$ cat src/rtl/uart_tx_ctrl.sv
`default_nettype none
// ============================================================================
// Module   : uart_tx_ctrl
// Purpose  : UART frame controller wrapping start/parity/stop around a shift serializer.
// Revision : 1.0
// ============================================================================
module uart_tx_ctrl #(
    parameter int WIDTH = 8
) (
    input  logic             CLK,
    input  logic             RST,
    input  logic [WIDTH-1:0] in_data,
    input  logic             in_valid,
    output logic             in_ready,
    input  logic             PAR_EN,
    input  logic             PAR_TYP,
    output logic [WIDTH-1:0] ser_pdata,
    output logic             ser_en,
    input  logic             ser_data,
    input  logic             ser_done,
    output logic             TX,
    output logic             busy,
    output logic             tx_done
);

    typedef enum logic [2:0] {
        IDLE   = 3'd0,
        START  = 3'd1,
        DATA   = 3'd2,
        PARITY = 3'd3,
        STOP   = 3'd4
    } state_t;

    state_t           r_state;
    state_t           w_next_state;
    logic [WIDTH-1:0] r_hold_data;
    logic [WIDTH-1:0] r_active;
    logic             r_hold_valid;
    logic             r_par_en;
    logic             r_par_typ;
    logic             w_accept;
    logic             w_pop;

    assign in_ready  = !r_hold_valid;
    assign w_accept  = in_valid && !r_hold_valid;
    assign ser_pdata = r_hold_data;
    // Every entry into START consumes the holding register.
    assign w_pop     = (w_next_state == START);

    always_ff @(posedge CLK or negedge RST) begin
        if (!RST) begin
            r_state <= IDLE;
        end else begin
            r_state <= w_next_state;
        end
    end

    always_ff @(posedge CLK or negedge RST) begin
        if (!RST) begin
            r_hold_data  <= '0;
            r_hold_valid <= 1'b0;
            r_active     <= '0;
            r_par_en     <= 1'b0;
            r_par_typ    <= 1'b0;
        end else begin
            if (w_pop) begin
                r_active     <= r_hold_data;
                r_par_en     <= PAR_EN;
                r_par_typ    <= PAR_TYP;
                r_hold_valid <= 1'b0;
            end else if (w_accept) begin
                r_hold_data  <= in_data;
                r_hold_valid <= 1'b1;
            end
        end
    end

    always_comb begin
        w_next_state = r_state;
        TX           = 1'b1;
        ser_en       = 1'b0;
        busy         = 1'b1;
        tx_done      = 1'b0;
        case (r_state)
            IDLE: begin
                busy = 1'b0;
                if (r_hold_valid) begin
                    w_next_state = START;
                end
            end
            START: begin
                TX           = 1'b0;
                ser_en       = 1'b1;
                w_next_state = DATA;
            end
            DATA: begin
                TX     = ser_data;
                ser_en = 1'b1;
                if (ser_done) begin
                    w_next_state = r_par_en ? PARITY : STOP;
                end
            end
            PARITY: begin
                // Odd parity is the inverse of the data XOR-reduction.
                TX           = (^r_active) ^ r_par_typ;
                w_next_state = STOP;
            end
            STOP: begin
                tx_done      = 1'b1;
                w_next_state = r_hold_valid ? START : IDLE;
            end
            default: begin
                w_next_state = IDLE;
            end
        endcase
    end

endmodule
`default_nettype wire

$ cat config.mk
export PLATFORM = sky130hd
export DESIGN_NAME = uart_tx_ctrl
export DESIGN_NICKNAME = d
export VERILOG_FILES = /design/src/rtl/uart_tx_ctrl.sv
export SDC_FILE = /design/constraint.sdc
export NUM_CORES = 1
export LEC_CHECK = 0
export CORE_MARGIN = 2
export CORE_UTILIZATION = 49
export DETAILED_ROUTE_END_ITERATION = 8
export PLACE_DENSITY = 0.88
export SLEW_MARGIN = 10
export SYNTH_ARGS = -nofsm -noshare
export SYNTH_HDL_FRONTEND = slang
export SYNTH_SLANG_ARGS = --single-unit
$ cat constraint.sdc
create_clock -name CLK -period 3.9 [get_ports CLK]
set_input_delay 0.975 -clock CLK [delete_from_list [all_inputs] [get_ports CLK]]
set_output_delay 0.975 -clock CLK [all_outputs]
set_load 0.01 [all_outputs]
==> impl_metrics.py <==
metrics = {
    "outcome": {
        "outcome": "complete, no violations",
    },
    "synthesis": {
        "seq_area_frac_synth_pct": 55.5,
        "syn_nets": 90,
        "ys_types": 22,
        "synth_commonest_cells": "22 x sky130_fd_sc_hd__dfrtp_1, 17 x sky130_fd_sc_hd__mux2_2, 5 x sky130_fd_sc_hd__nor2_1, 4 x sky130_fd_sc_hd__xnor2_1",
        "synthFlopType": "sky130_fd_sc_hd__dfrtp_1",
        "synthMostInstantiatedCell": "sky130_fd_sc_hd__dfrtp_1",
        "yosys_warnings": 0,
        "proportion_of_synthesized_flip_flops_having_asynchronous_set_or_reset_pct": 100,
        "yosysTopAreaCell": "sky130_fd_sc_hd__dfrtp_1",
        "post_synth_inst_count": 75,
        "area_share_of_the_largest_cell_type_after_synthesis_pct": 55.5,
        "synth_edf_count": 0,
        "synth.top_cells.by_area": "sky130_fd_sc_hd__dfrtp_1 55%, sky130_fd_sc_hd__mux2_2 19%, sky130_fd_sc_hd__xnor2_1 3.5%, sky130_fd_sc_hd__xnor3_1 2.3%, sky130_fd_sc_hd__nor2_1 1.9%",
        "yosys_register_bits": 22,
        "syn-cell-area_um2": 992,
        "avgSynthCellArea_um2": 13.2,
    },
    "global_route": {
        "largest_net_degree_at_the_start_of_global_routing": 23,
        "grt_util_all_layers_pct": 17.2,
        "grt_pass1_wl_um": 3060,
        "first_global_vias": 686,
        "grt_antenna_before_repair": 0,
        "overflow_left_after_global_routing": 0,
    },
    "floorplan": {
        "placeable_core_region_um2": 1940,
        "initial_core_util_pct": 51.1,
        "placement_rows": 16,
        "chipHeight_um": 49,
        "dieArea_um2": 2400,
        "io_pins": 28,
        "die_w_um": 49,
    },
    "setup_path": {
        "cp.buffers_inverters": 2,
        "max_stage_delay_ps": 560,
        "setup.worst_path.start_class": "input port",
        "cpLargestDelayFamily": "buffers and inverters",
        "timing.critical_path.cells": "clkdlybuf4s50_1 -> o21a_1 -> nand2_1 -> o211ai_1 -> clkdlybuf4s50_1",
        "crit_path_max_fanout": 2,
        "timing.critical_path.slowest_stage_cell": "sky130_fd_sc_hd__clkdlybuf4s50_1",
        "timing.critical_path.required_ps": 2920,
        "cpMostUsedCell": "sky130_fd_sc_hd__clkdlybuf4s50_1",
        "setup.worst_path.class": "in2out",
        "arrival_ps": 2410,
        "setup.worst_path.end_class": "primary output",
    },
    "min_path": {
        "min-delay-path-class": "reg2reg",
    },
    "placement": {
        "preCtsSetupSlack_ps": 495,
        "finalWeightedCongestion": 0.681,
        "numPlacedInstances": 125,
        "port_buffers": 27,
    },
    "power_and_ir_drop": {
        "vdd_ir_drop_max_mv": 0.561,
        "post-layout-total-power_mw": 1.17,
        "power_density_nw_per_um2": 898,
        "static-leakage-power_nw": 0.544,
    },
    "sta": {
        "setup_failing_eps_final": 0,
        "postLayoutSetupSlackWorst_ps": 513,
        "final_period_minus_worst_setup_slack_ps": 3390,
        "tightestPinTransition_ps": 936,
        "fin_tns_setup_ps": 0,
        "grt_setup_unrepaired": "false",
        "fin_skew_ps": 0.820,
        "max_clock_freq_mhz": 295,
        "max-slew-margin-rel_pct": 37.4,
        "hold_viol_final": 0,
        "final_min_period_over_clock_period_pct": 86.8,
        "finalMaxSlewViolations": 0,
    },
    "detailed_routing": {
        "ant_nets": 0,
        "dr_vias": 644,
        "drt-vias-per-instance": 4.99,
        "detail_route.wirelength_um": 1720,
        "first_iter_violations": 6,
        "drt_pre_antenna_iters": 4,
        "wl_per_cell_um": 13.4,
        "detail_route.drc_violations": 0,
    },
    "clock_network": {
        "clkSinkCount": 22,
        "post_cts_resize_count": 0,
        "cts.htree.levels": 1,
        "clockBufferDepth": 2,
        "cts-buffers-inserted": 3,
        "post-cts-setup-buffer-count": 0,
        "cts.root.buffer_cell": "sky130_fd_sc_hd__clkbuf_4",
        "clk_pin_slew_worst_paths_ps": 120,
        "worstSkewPairLatency_ps": 300,
        "cts_tree": "done",
        "postCtsHoldBufs": 0,
    },
    "cells_and_area": {
        "final_layout_size_suffix_gt1_share_pct": 21.6,
        "finish.net_count": 118,
        "area_delta_synth_final_pct": 31.7,
        "post_layout_nonfiller_instances": 129,
        "diodes_inserted": 0,
    },
    "job": {
        "cap_violations": 0,
    },
}
-- cells by family after synthesis --
kind of cell | synth area share, %
AO/OA/AOI/OAI | 3.53
multiplexers | 20.3
buffers and inverters | 3.78
XOR/XNOR | 7.57
AND/OR/NAND/NOR | 9.33
flip-flops | 55.5
-- registers in the layout (all words and copies together) (netlist names) --
name          count
r_active          8
r_hold_valid      1
r_par_en          1
r_par_typ         1
r_state           3
ser_pdata         8
-- metal layers --
metal	global-route usage, %	up-vias	part of all wire (%)
li1	-	309	-
met1	19.9	314	42
met2	29.0	19	53
met3	4.60	2	3.7
met4	9.52	0	1.0
met5	0	-	0
-- cell usage in the layout (no fill, tap or decap), types with 2 or more instances in the layout --
master                             n
sky130_fd_sc_hd__clkdlybuf4s50_1  27
sky130_fd_sc_hd__clkbuf_4          3
sky130_fd_sc_hd__inv_1             3
sky130_fd_sc_hd__a21oi_1           3
sky130_fd_sc_hd__nor3b_1           2
sky130_fd_sc_hd__nor2_1            5
sky130_fd_sc_hd__xor2_1            2
sky130_fd_sc_hd__mux2_2           17
sky130_fd_sc_hd__xnor2_1           4
sky130_fd_sc_hd__dfrtp_1          22
sky130_fd_sc_hd__nand2_1           2
-- power breakdown --
part           switching, mW  internal, mW
logic                  0.218         0.380
clock network         0.0671        0.0569
registers              0.106         0.345
-- final timing paths --
kind                       cells past startpoint                  endpoint  slack [ps]               startpoint
max                                            5                        TX         510                 ser_data
min                                            1   r_active[6]$_DFFE_PN0N_         540  r_active[6]$_DFFE_PN0N_
max reg2reg                                    2   r_active[3]$_DFFE_PN0N_        2320     r_state[1]$_DFF_PN0_
min reg2reg                                    1   r_active[6]$_DFFE_PN0N_         540  r_active[6]$_DFFE_PN0N_
max in group asynchronous                      1   r_active[0]$_DFFE_PN0N_        2150                      RST
min in group asynchronous                      1  ser_pdata[4]$_DFFE_PN0P_        1180                      RST
-- layout make-up --
| class | instances | area [µm²] |
|---|---|---|
| clock buffer | 4 | 36.3 |
| inverter | 3 | 11.3 |
| sequential | 22 | 551 |
| fill | 150 | 636 |
| multi-input combinational | 46 | 404 |
| timing repair buffer | 27 | 270 |
| tap | 27 | 33.8 |
-- through the flow --
| step | cell area (µm²) | util [%] | hold WS [ps] |
|---|---|---|---|
| 2_1_floorplan | 992 | - | 484 |
| 3_3_place_gp | 1270 | 65.4 | 511 |
| 3_5_place_dp | 1270 | 65.4 | 519 |
| 4_1_cts | 1310 | 67.3 | 547 |
| 5_1_grt | 1310 | 67.3 | 562 |
| 6_report | 1310 | 67.3 | 544 |
Note: power is estimated with default switching activity, not from simulation.
